File: src/rtl/conv_pkg.sv
// Shared constants and types for the conv_128_32 input stage.
package conv_pkg;

  localparam int LEN_X = 128;               // x vector length (samples)
  localparam int LEN_F = 32;                // f vector length (taps)
  localparam int DW    = 8;                 // signed sample width

  localparam int XAW = $clog2(LEN_X);       // x memory address width
  localparam int FAW = $clog2(LEN_F);       // f memory address width
  localparam int XCW = $clog2(LEN_X + 1);   // x counter width, holds 0..LEN_X
  localparam int FCW = $clog2(LEN_F + 1);   // f counter width, holds 0..LEN_F

  typedef enum logic {
    LOAD = 1'b0,                            // accepting input
    FULL = 1'b1                             // holding a complete vector pair
  } loader_state_t;

endpackage

File: src/rtl/loader_mem.sv
// DEPTH x DW buffer: one write port, one synchronous read port whose
// registered output resets to 0.
module loader_mem #(
  parameter  int DEPTH = 128,
  parameter  int DW    = 8,
  localparam int AW    = $clog2(DEPTH)
) (
  input  logic          clk,
  input  logic          rst_n,
  input  logic          we_i,
  input  logic [AW-1:0] waddr_i,
  input  logic [DW-1:0] wdata_i,
  input  logic [AW-1:0] raddr_i,
  output logic [DW-1:0] rdata_o
);

  logic [DW-1:0] mem_q [DEPTH];
  logic [DW-1:0] rdata_q;

  // Storage array write.
  // NOTE: storage has no reset so it maps onto plain RAM; valid data is
  // tracked by the loader counters, not by the array contents.
  always_ff @(posedge clk) begin
    // NOTE: non-blocking assignment keeps every register update in a clocked
    // block ordered against other processes reading the same state.
    if (we_i) mem_q[waddr_i] <= wdata_i;
  end

  // Registered read port, one cycle from address to data.
  always_ff @(posedge clk or negedge rst_n) begin
    if (!rst_n) rdata_q <= '0;
    else        rdata_q <= mem_q[raddr_i];
  end

  assign rdata_o = rdata_q;

endmodule

File: src/rtl/conv_input_loader.sv
// Input stage of the conv_128_32 engine: collects one x vector and one f
// vector from independent valid/ready streams, then holds them for reading
// until the datapath pulses release. `release` is a reserved word in
// SystemVerilog, so that pulse input is named release_i.
module conv_input_loader
  import conv_pkg::*;
(
  input  logic           clk,
  input  logic           reset,        // asynchronous, active low
  input  logic [DW-1:0]  s_data_in_x,
  input  logic           s_valid_x,
  output logic           s_ready_x,
  input  logic [DW-1:0]  s_data_in_f,
  input  logic           s_valid_f,
  output logic           s_ready_f,
  output logic           loaded,
  input  logic           release_i,
  input  logic [XAW-1:0] rd_addr_x,
  output logic [DW-1:0]  rd_data_x,
  input  logic [FAW-1:0] rd_addr_f,
  output logic [DW-1:0]  rd_data_f
);

  loader_state_t  state_q, state_d;
  logic [XCW-1:0] x_cnt_q, x_cnt_d;
  logic [FCW-1:0] f_cnt_q, f_cnt_d;
  logic           run_q;               // low during reset, high from the first edge after
  logic           x_fire, f_fire;

  assign x_fire = s_valid_x & s_ready_x;
  assign f_fire = s_valid_f & s_ready_f;

  // Readys come only from registered state so no valid->ready path exists;
  // run_q keeps them low until the first edge after reset deasserts.
  assign s_ready_x = run_q && (state_q == LOAD) && (x_cnt_q != XCW'(LEN_X));
  assign s_ready_f = run_q && (state_q == LOAD) && (f_cnt_q != FCW'(LEN_F));
  assign loaded    = (state_q == FULL);

  // Next-state and counter update.
  always_comb begin
    // NOTE: every output of this block gets a default first so no path
    // leaves it unassigned and no latch is inferred.
    state_d = state_q;
    x_cnt_d = x_cnt_q;
    f_cnt_d = f_cnt_q;

    if (x_fire) x_cnt_d = x_cnt_q + XCW'(1);
    if (f_fire) f_cnt_d = f_cnt_q + FCW'(1);

    case (state_q)
      LOAD: begin
        // Completion counts a transfer landing on this same edge.
        if (x_cnt_d == XCW'(LEN_X) && f_cnt_d == FCW'(LEN_F)) state_d = FULL;
      end
      FULL: begin
        if (release_i) begin
          state_d = LOAD;
          x_cnt_d = '0;
          f_cnt_d = '0;
        end
      end
      default: state_d = LOAD;
    endcase
  end

  // State and counter registers; reset discards any partial load.
  always_ff @(posedge clk or negedge reset) begin
    if (!reset) begin
      state_q <= LOAD;
      x_cnt_q <= '0;
      f_cnt_q <= '0;
      run_q   <= 1'b0;
    end else begin
      state_q <= state_d;
      x_cnt_q <= x_cnt_d;
      f_cnt_q <= f_cnt_d;
      run_q   <= 1'b1;
    end
  end

  loader_mem #(.DEPTH(LEN_X), .DW(DW)) u_mem_x (
    .clk     (clk),
    .rst_n   (reset),
    .we_i    (x_fire),
    .waddr_i (x_cnt_q[XAW-1:0]),
    .wdata_i (s_data_in_x),
    .raddr_i (rd_addr_x),
    .rdata_o (rd_data_x)
  );

  loader_mem #(.DEPTH(LEN_F), .DW(DW)) u_mem_f (
    .clk     (clk),
    .rst_n   (reset),
    .we_i    (f_fire),
    .waddr_i (f_cnt_q[FAW-1:0]),
    .wdata_i (s_data_in_f),
    .raddr_i (rd_addr_f),
    .rdata_o (rd_data_f)
  );

endmodule

File: config.mk
export PLATFORM = sky130hd
export DESIGN_NAME = conv_input_loader
export DESIGN_NICKNAME = d
export VERILOG_FILES = /design/src/rtl/conv_pkg.sv /design/src/rtl/loader_mem.sv /design/src/rtl/conv_input_loader.sv
export SDC_FILE = /design/constraint.sdc
export NUM_CORES = 1
export LEC_CHECK = 0
export ABC_CLOCK_PERIOD_IN_PS = 7300
export BUFFER_PORTS_ARGS = -buffer_cell sky130_fd_sc_hd__buf_2
export CAP_MARGIN = 40
export CORE_MARGIN = 8
export CORE_UTILIZATION = 32
export CTS_BUF_LIST = sky130_fd_sc_hd__clkbuf_2
export DETAILED_ROUTE_END_ITERATION = 10
export PLACE_DENSITY = 0.57
export SLEW_MARGIN = 15
export SYNTH_ARGS = -nofsm -noshare
export SYNTH_HDL_FRONTEND = slang
export SYNTH_SLANG_ARGS = --single-unit
File: constraint.sdc
create_clock -name clk -period 7.3 [get_ports clk]
set_input_delay 1.46 -clock clk [delete_from_list [all_inputs] [get_ports clk]]
set_output_delay 1.46 -clock clk [all_outputs]
set_load 0.02 [all_outputs]
Word level (Yosys, flattened, before mapping)
Memories as Yosys holds them, arrays and structs flattened. A register that Yosys moved wholly into a read port is not among the register bits. Cells that the tools add are included.

Memories: 2. RAM bits: 1280. Output and inout port bits: 19. Word-level logic and storage cells: 34. Bits of input ports: 33. Bits in registers: 16.

Memory list: u_mem_x.mem_q (words 128, bits a word 8, rd ports 1, clocked after memory_dff 1, wr ports 1, RTL line loader_mem.sv:17) `logic [DW-1:0] mem_q [DEPTH];`; u_mem_f.mem_q (words 32, bits a word 8, rd ports 1, clocked after memory_dff 1, wr ports 1, RTL line loader_mem.sv:17).

Equal/unequal tests: 4. Add/sub/neg operators: 2. Reduce and logical (&&, ||, !) cells: 6. Mux-type cells: 13. Bitwise logic cells: 3.

Operators by type and width (number): $mux W8 (3); $mux W6 (3); $add A8 B1 Y8 const B (1); $eq A8 B8 Y1 const B (1); $ne A8 B8 Y1 const B (1); $add A6 B1 Y6 const B (1); $eq A6 B6 Y1 const B (1); $mux W1 (6); $ne A6 B6 Y1 const B (1); $logic_and A1 B1 Y1 (4); $and A1 B1 Y1 (2); $logic_not A1 Y1 (2); $pmux W1 S2 (1); $not A1 Y1 (1).

Logic depth before layout (Yosys ltp)
Gate-level depths: netlist of the first run.

Depth after elaboration: 9. Depth in mapped cells: 9. Mapped depth without buffers: 7.

By module
From an unflattened synthesis of the first run, not the netlist that was laid out.

Cell total of the unflattened synthesis: 2168. Area total of the unflattened synthesis: 50848.8 um2.

By module, submodules not included: loader_mem at u_mem_x (seq. area each 30949.7 um2, cells an instance 1635, instances 1, area each 39701.8 um2); loader_mem at u_mem_f (seq. area each 7887.6 um2, cells an instance 417, instances 1, area each 10093.4 um2); conv_input_loader (seq. area each 400.4 um2, cells an instance 116, instances 1, area each 1053.5 um2).

Worst setup path after synthesis of the first run
OpenSTA, ideal clock, no wires.

Path kind: input -> register. Start point: input port rd_addr_x[0]. End point: register u_mem_x.rdata_q[0] (netlist: u_mem_x.rdata_o[0]), read port of u_mem_x.mem_q. Library setup time: 0.125 ns. Arrival time: 3.846 ns. Stages: 6. Setup slack: 3.330 ns. Required time: 7.175 ns. Path buffers: 2. Path through: clkbuf_1 > clkbuf_1 > mux4_2 > mux4_2 > mux4_2 > mux2_2.

RTL lines: start, declared (RTL line conv_input_loader.sv:18) `input logic [XAW-1:0] rd_addr_x,`; end, declared (RTL line loader_mem.sv:18) `logic [DW-1:0] rdata_q;`.

Worst setup path in the final report of the first run
Start point: register x_cnt_q[4]. End point: output port s_ready_x.

Word-level cells in the longest chain between the ends: 2.

RTL lines: start, declared (RTL line conv_input_loader.sv:25) `logic [XCW-1:0] x_cnt_q, x_cnt_d;`; start signal, assigned (RTL line conv_input_loader.sv:75) `x_cnt_q <= x_cnt_d;`; $ne A8 B8 Y1 (RTL line conv_input_loader.sv:35) `assign s_ready_x = run_q && (state_q == LOAD) && (x_cnt_q != XCW'(LEN_X));`; $logic_and A1 B1 Y1 (RTL line conv_input_loader.sv:35); end, declared (RTL line conv_input_loader.sv:12) `output logic s_ready_x,`.

Every way passes these cells.

==> summary.txt, run 1 <==
CTS
  • H-tree Lvls: 5
  • CTS resizes: 0
  • Setup Buffers After CTS: 0
  • Worst skew pair latency: 1670 ps
  • Hold buffer count at CTS: 1
  • TritonCTS clock tree: done
  • Reg clk slew, reported paths: 110 ps
  • CTS buffer count: around 330
  • Buffers from clock root to sink, at most: 4
  • TritonCTS Sinks: 1312
  • Clock Tree Root: clkbuf_2

Layout
  • Synthesis-to-layout area growth: 12.4%
  • Register area: 0.0392 mm²
  • Most frequent cells in the layout: 1280 x edfxtp_1, 469 x clkbuf_2, 416 x mux4_2
  • Layout cells sized above 1: 0.397
  • Final nets: 2579
  • Multi-input logic area: 0.0109 mm²
  • Most common cell after layout, fill and taps aside: edfxtp_1
  • # fillers: 14600

Timing
  • Max-slew violation count: 0
  • Final hold vios: 0
  • F_max: between 150 and 200 MHz
  • Fin crit period: 5110 ps
  • Worst setup margin: 2190 ps
  • Hold Slack: 264 ps
  • Final setup violation count: 0
  • Setup TNS: 0 ps
  • Clk_skew: 210 ps
  • RSZ-0062 raised after global routing: no
  • Max-Slew Margin vs Limit: 0.285
  • Crit share post-route: 0.700
  • Worst Tran Pin Value: 1070 ps

Pwr
  • Lkg Pwr: roughly 18 nW
  • P per Cell Area: 253 mW/mm²
  • Final Power: 0.0144 W
  • Worst vdd ir: roughly 0.00011 V

GRT
  • First-pass GRT wire length: 175000 µm
  • Number of global-route vias before repair: 25800
  • Initial antenna violation count: 7
  • Grt ovf: 0
  • Largest net degree at the start of global routing: 97
  • All-Layer GR Usage: 0.137

Synthesis
  • Number of flops mapped to enable cells by yosys: around 1300
  • Synthesized Nets: 2194
  • Mapped Avg Cell Area: 23.5 µm²
  • Post-synthesis sequential area ratio: 0.774
  • Synth warn: 0
  • Post-synth ARST share: 0.0244
  • Mapped Area: 0.0507 mm²
  • Cells after synthesis: 2155
  • Flops & latches, synth: roughly 1300
  • Count of cell types in the netlist: 44
  • Post-synth top flop: edfxtp_1

Placement
  • Setup slack at placement: around 2400 ps
  • Port-buffer cells: 51
  • DPL Wire Length: 74700 µm
  • Routability cong.: approximately 0.77

Floorplanning
  • Die width: 414 µm
  • # rows: about 150
  • Core Region: 0.158 mm²
  • Die area: 0.171 mm²
  • Starting Density: 0.321
  • Die height: 414 µm
  • I/O pins: 52

Worst setup path
  • Slowest stage cell, crit path: or4_1
  • CP Cell Sequence: or4_1 > o31a_1 > buf_2
  • Worst path max stage delay: between 800 and 900 ps
  • CP Capture Type: output port
  • Worst Path Required: about 5800 ps
  • Reg2reg start: x_cnt_q[4]$_DFF_PN0_
  • Critical path fanouts, max: 14
  • Worst EP arrival: around 3700 ps
  • Critical path launch point type: flip-flop
  • Worst Setup SP: x_cnt_q[4]$_DFF_PN0_
  • Critical path class: reg -> out
  • CP delay by family, top: simple AND/OR/NAND/NOR gates
  • Buffers & Inverters on Critical Path: 1

Detailed routing
  • Detailed-route DRC error count: 0
  • Routed len/inst: 24.9 µm
  • Vias per cell: 5.01
  • Post-Route WL: 121000 µm
  • Pre-antenna DRT Iters: 5
  • Antenna-violating nets left: 0
  • Iter 0 DRT Violations: 2232
  • DR vias: 24300

Status
  • Outcome: finished, final reports clean

Min path
  • Worst min path class: in -> async

Flow run
  • Max_cap viols: 0
-- layer usage --
| layer | routed length [µm] | GRT usage | up-vias |
|---|---|---|---|
| li1 | - | - | 10100 |
| met1 | 48700 | 0.175 | 13000 |
| met2 | 61700 | 0.234 | 973 |
| met3 | 7310 | 0.0272 | 200 |
| met4 | 2870 | 0.0476 | 0 |
| met5 | 0 | 0 | - |
-- flip-flops by register name (all words and copies together), names as in the netlist --
signal,cells
x_cnt_q,8
u_mem_x.rdata_o,8
u_mem_x.mem_q,1024
loaded,1
u_mem_f.mem_q,256
run_q,1
f_cnt_q,6
u_mem_f.rdata_o,8
-- where the power goes --
part	internal, W	switching (W)	leakage, nW
Combinational	0.000415	0.000735	4.00
Clock	0.00186	0.00288	2.20
Sequential	0.00839	0.000118	11.9
-- logic make-up after synthesis --
family,after synthesis,synth area share
AOI/OAI and AO/OA,16,0.00239
muxes,435,0.189
xor gates and xnor gates,11,0.00190
buffers and inverters,122,0.0105
other,1,0.0000740
and+or+nand+nor,252,0.0209
DFF,1312,0.774
adders and majority gates,6,0.00148
-- per-stage QoR --
stage                     area, µm²  std cells  utilization
final                         57000       4847        0.361
after detailed placement      54000       4264        0.342
after CTS                     56800       4828        0.360
after global placement        53400       4193        0.338
after floorplan               50700       2155            -
after global routing          57000       4845        0.361
-- area by class of cell --
type                    count  share of cell area
diodes                      5            0.000220
clock buffers             468              0.0411
clock inverters            95             0.00856
inverters                   6            0.000395
multi-input cells         721               0.192
flip-flops and latches   1312               0.688
well taps                2072              0.0455
repair buffers            168              0.0237
-- cells in the mapped netlist (2+ instances only) --
master       n  area, µm²
clkbuf_1    63        236
and4_1       2       17.5
buf_1       26       97.6
xor2_1       3       26.3
nand2_1     24       90.1
nand4b_1     3       26.3
edfxtp_1  1280      38400
xnor2_1      8       70.1
buf_2       13       65.1
o31a_1       2       17.5
ha_1         6       75.1
nor2_1     187        702
nor2b_1      6       37.5
a21oi_1      2       10.0
or3b_2       3       26.3
mux2_2      17        191
o21a_1       2       15.0
nor3_1       3       15.0
inv_1        6       22.5
or3_1        2       12.5
buf_4       13       97.6
mux2i_1      2       20.0
nand3b_1     2       15.0
o21ai_0      2       10.0
nand3_1     13       65.1
dfrtp_1     32        801
mux4_2     416       9370
-- worst paths after layout --
path | endpoint | slack [ps] | cells past startpoint
setup / recovery | s_ready_x | 2190 | 3
max in group asynchronous | x_cnt_q[7]$_DFF_PN0_ | 6410 | 3
hold reg to reg | x_cnt_q[7]$_DFF_PN0_ | 620 | 2
setup reg to reg | u_mem_x.mem_q[57][1]$_DFFE_PP_ | 4020 | 7
hold / removal | u_mem_f.rdata_o[4]$_DFF_PN0_ | 260 | 2
min in group clk | u_mem_x.mem_q[32][0]$_DFFE_PP_ | 270 | 1
Note: power is estimated with default switching activity, not from simulation.
==> run 2: changes to the inputs <==
--- a/config.mk
+++ b/config.mk
@@ -5,7 +5,8 @@
 export SDC_FILE = /design/constraint.sdc
 export NUM_CORES = 1
 export LEC_CHECK = 0
-export ABC_CLOCK_PERIOD_IN_PS = 7300
+export ABC_AREA = 1
+export ABC_CLOCK_PERIOD_IN_PS = 5230
 export BUFFER_PORTS_ARGS = -buffer_cell sky130_fd_sc_hd__buf_2
 export CAP_MARGIN = 40
 export CORE_MARGIN = 8
==> constraint.sdc (replaced) <==
create_clock -name clk -period 5.23 [get_ports clk]
set_input_delay 1.046 -clock clk [delete_from_list [all_inputs] [get_ports clk]]
set_output_delay 1.046 -clock clk [all_outputs]
set_load 0.02 [all_outputs]
==> summary.txt, run 2 <==
Synthesis
  • Share of the synthesized area in the top cell type: 0.719
  • Post-synth top flop: edfxtp_1
  • Flops & latches, synth: around 1300
  • Number of flops mapped to enable cells by yosys: approximately 1300
  • Mapped Avg Cell Area: 11.9 µm²
  • Mapped Area: 0.0534 mm²
  • Most frequent cell after synthesis: nand2_1
  • Synthesized Nets: between 4000 and 5000
  • Post-synthesis sequential area ratio: 0.734
  • Post-synth top cells: 1287 x nand2_1, 1280 x edfxtp_1, 968 x nand3_1, 319 x nor2_1, 137 x o21ai_0
  • Count of cell types in the netlist: 31
  • Cells after synthesis: 4482
  • Synth warn: 0
  • Yosys top cell by area: edfxtp_1
  • Largest cells by area after synthesis: edfxtp_1 72%, nand3_1 9.1%, nand2_1 9.0%, nor2_1 2.2%, dfrtp_1 1.5%
  • Post-synth ARST share: 0.0244

Worst setup path
  • Buffers & Inverters on Critical Path: 3
  • Setup slack, reg-to-reg: 1450 ps
  • Worst Path Required: 4180 ps
  • Critical path class: reg -> out
  • CP Cell Sequence: inv_1 > ha_1 > nand2_1 > nor2_1 > nand3_1 > nand2_1 > inv_1 > buf_2
  • Slowest stage cell, crit path: dfrtp_1
  • Worst path max stage delay: 550 ps
  • Reg2reg start: x_cnt_q[1]$_DFF_PN0_
  • Critical path launch point type: flip-flop
  • Critical path fanouts, max: 7
  • CP Capture Type: output port
  • Worst EP arrival: 3220 ps
  • CP delay by family, top: flip-flops
  • FF-to-FF End: u_mem_x.mem_q[125][1]$_DFFE_PP_
  • R2R cell count: 10

Detailed routing
  • Iter 0 DRT Violations: 3495
  • Routed len/inst: 20.9 µm
  • Detailed-route DRC error count: 0
  • Vias per cell: 5.05
  • Antenna-violating nets left: 0
  • Pre-antenna DRT Iters: 6
  • DR vias: ~36000
  • Post-Route WL: 150000 µm

Timing
  • Worst Tran Pin Value: about 1100 ps
  • Setup TNS: 0 ps
  • F_max: 234 MHz
  • Fin crit period: 4270 ps
  • Hold Slack: 250 ps
  • Clk_skew: 234 ps
  • Max-Slew Margin vs Limit: 0.264
  • Final hold vios: 0
  • Final setup violation count: 0
  • Max-slew violation count: 0
  • Crit share post-route: 0.816
  • RSZ-0062 raised after global routing: no
  • Worst setup margin: approximately 960 ps

Layout
  • Register area: 0.0392 mm²
  • Synthesis-to-layout area growth: 11.5%
  • Utilization after layout: 0.358
  • Biggest regs: u_mem_x.mem_q x1024, u_mem_f.mem_q x256
  • Multi-input logic area: 0.0125 mm²
  • Most frequent cells in the layout: 1287 x nand2_1, 1280 x edfxtp_1, 966 x nand3_1
  • Top reg by flops: u_mem_x.mem_q
  • Layout cells sized above 1: 0.140
  • Max FFs per register: 1024
  • Final nets: 4785
  • Most common cell after layout, fill and taps aside: nand2_1
  • # fillers: between 15000 and 20000

CTS
  • H-tree Lvls: 5
  • Worst skew pair latency: 1690 ps
  • Reg clk slew, reported paths: around 100 ps
  • Clock Tree Root: clkbuf_2
  • CTS buffer count: 349
  • TritonCTS clock tree: done
  • Buffers from clock root to sink, at most: 4
  • TritonCTS Sinks: 1312

Pwr
  • P per Cell Area: about 350 mW/mm²
  • Lkg Pwr: 21.3 nW
  • Worst vdd ir: 0.000229 V

GRT
  • GRT Max-Usage Layer: met2
  • Number of global-route vias before repair: 35300
  • Largest net degree at the start of global routing: approximately 170
  • All-Layer GR Usage: 0.161
  • M1 GR Usage: 0.216
  • Grt ovf: 0
  • Met3 Usage GRT: 0.0415
  • Initial antenna violation count: 3
  • Met2 GRT Util: 0.255
  • First-pass GRT wire length: 224000 µm

Floorplanning
  • # rows: 150
  • Core Region: 0.166 mm²
  • Die width: 425 µm
  • I/O pins: 52
  • Starting Density: 0.321
  • Die height: approximately 420 µm
  • Die area: 0.180 mm²

Status
  • Outcome: finished, final reports clean

Min path
  • Hold Startpoint: s_data_in_x[4]
  • Worst min path class: in -> reg
  • End of the worst hold path: u_mem_x.mem_q[48][4]$_DFFE_PP_
  • Hold Path Cell Cnt: 2

Flow run
  • Max_cap viols: 0

Placement
  • Setup slack at placement: between 1000 and 1500 ps
  • Port-buffer cells: 51
  • DPL Wire Length: between 80000 and 90000 µm
  • Routability cong.: just over 0.8
-- run 2: kinds of logic (layout without fill, tap and decap cells) --
kind of cell / Yosys count / after routing / share of synthesized area
adder cells (fa/ha/maj): 6 / 6 / 0.00141
buffers and inverters: 340 / 813 / 0.0315
XOR/XNOR: 7 / 7 / 0.00115
AND/OR/NAND/NOR: 2595 / 2595 / 0.207
AO/OA/AOI/OAI: 221 / 221 / 0.0248
other: 1 / 7 / 0.0000702
flip-flops: 1312 / 1312 / 0.734
-- run 2: layer usage --
layer	part of all wire	wire length, µm
met5	0	0
met4	0.024	3570
met3	0.080	11900
met2	0.47	70100
met1	0.43	64000
-- run 2: power breakdown --
group          leakage [nW]  switching (W)  internal [W]  total (W)
clock network          2.26        0.00409       0.00279    0.00688
registers              11.9       0.000128        0.0117     0.0118
logic                  7.10        0.00145      0.000492    0.00194
total                  21.3        0.00566        0.0149     0.0206
-- run 2: how the worst max path moves through the flow --
stage | start | endpoint | cells after the start
after CTS | x_cnt_q[1]$_DFF_PN0_ | s_ready_x | 8
final | x_cnt_q[1]$_DFF_PN0_ | s_ready_x | 8
after global routing | x_cnt_q[1]$_DFF_PN0_ | s_ready_x | 8
after detailed placement | rd_addr_x[0] | u_mem_x.rdata_o[0]$_DFF_PN0_ | 13
after global placement | rd_addr_x[0] | u_mem_x.rdata_o[0]$_DFF_PN0_ | 13
after floorplan | s_valid_x | u_mem_x.mem_q[106][0]$_DFFE_PP_ | 5
-- run 2: area by class of cell --
| type | count | area share |
|---|---|---|
| sequential | 1312 | 0.659 |
| multi-input combinational | 2830 | 0.210 |
| tap | 2204 | 0.0463 |
| clock buffer | 496 | 0.0417 |
| timing repair buffer | 203 | 0.0323 |
| clock inverter | 64 | 0.00683 |
| inverter | 50 | 0.00361 |
| antenna | 6 | 0.000252 |
-- run 2: what timing repair did --
action,in CTS,in global routing
hold buffers,44,1
setup buffers,0,0
endpoints found under the setup margin,0,0
endpoints found under the hold margin,1021,1
gates resized for setup,0,0
-- run 2: metrics by stage --
step	area, µm²	power, W	instances
after floorplan	53400	0.0131	4482
after global placement	55700	0.0139	6512
after detailed placement	56100	0.0139	6545
after CTS	59400	0.0208	7149
after global routing	59500	0.0215	7163
final	59600	0.0206	7165
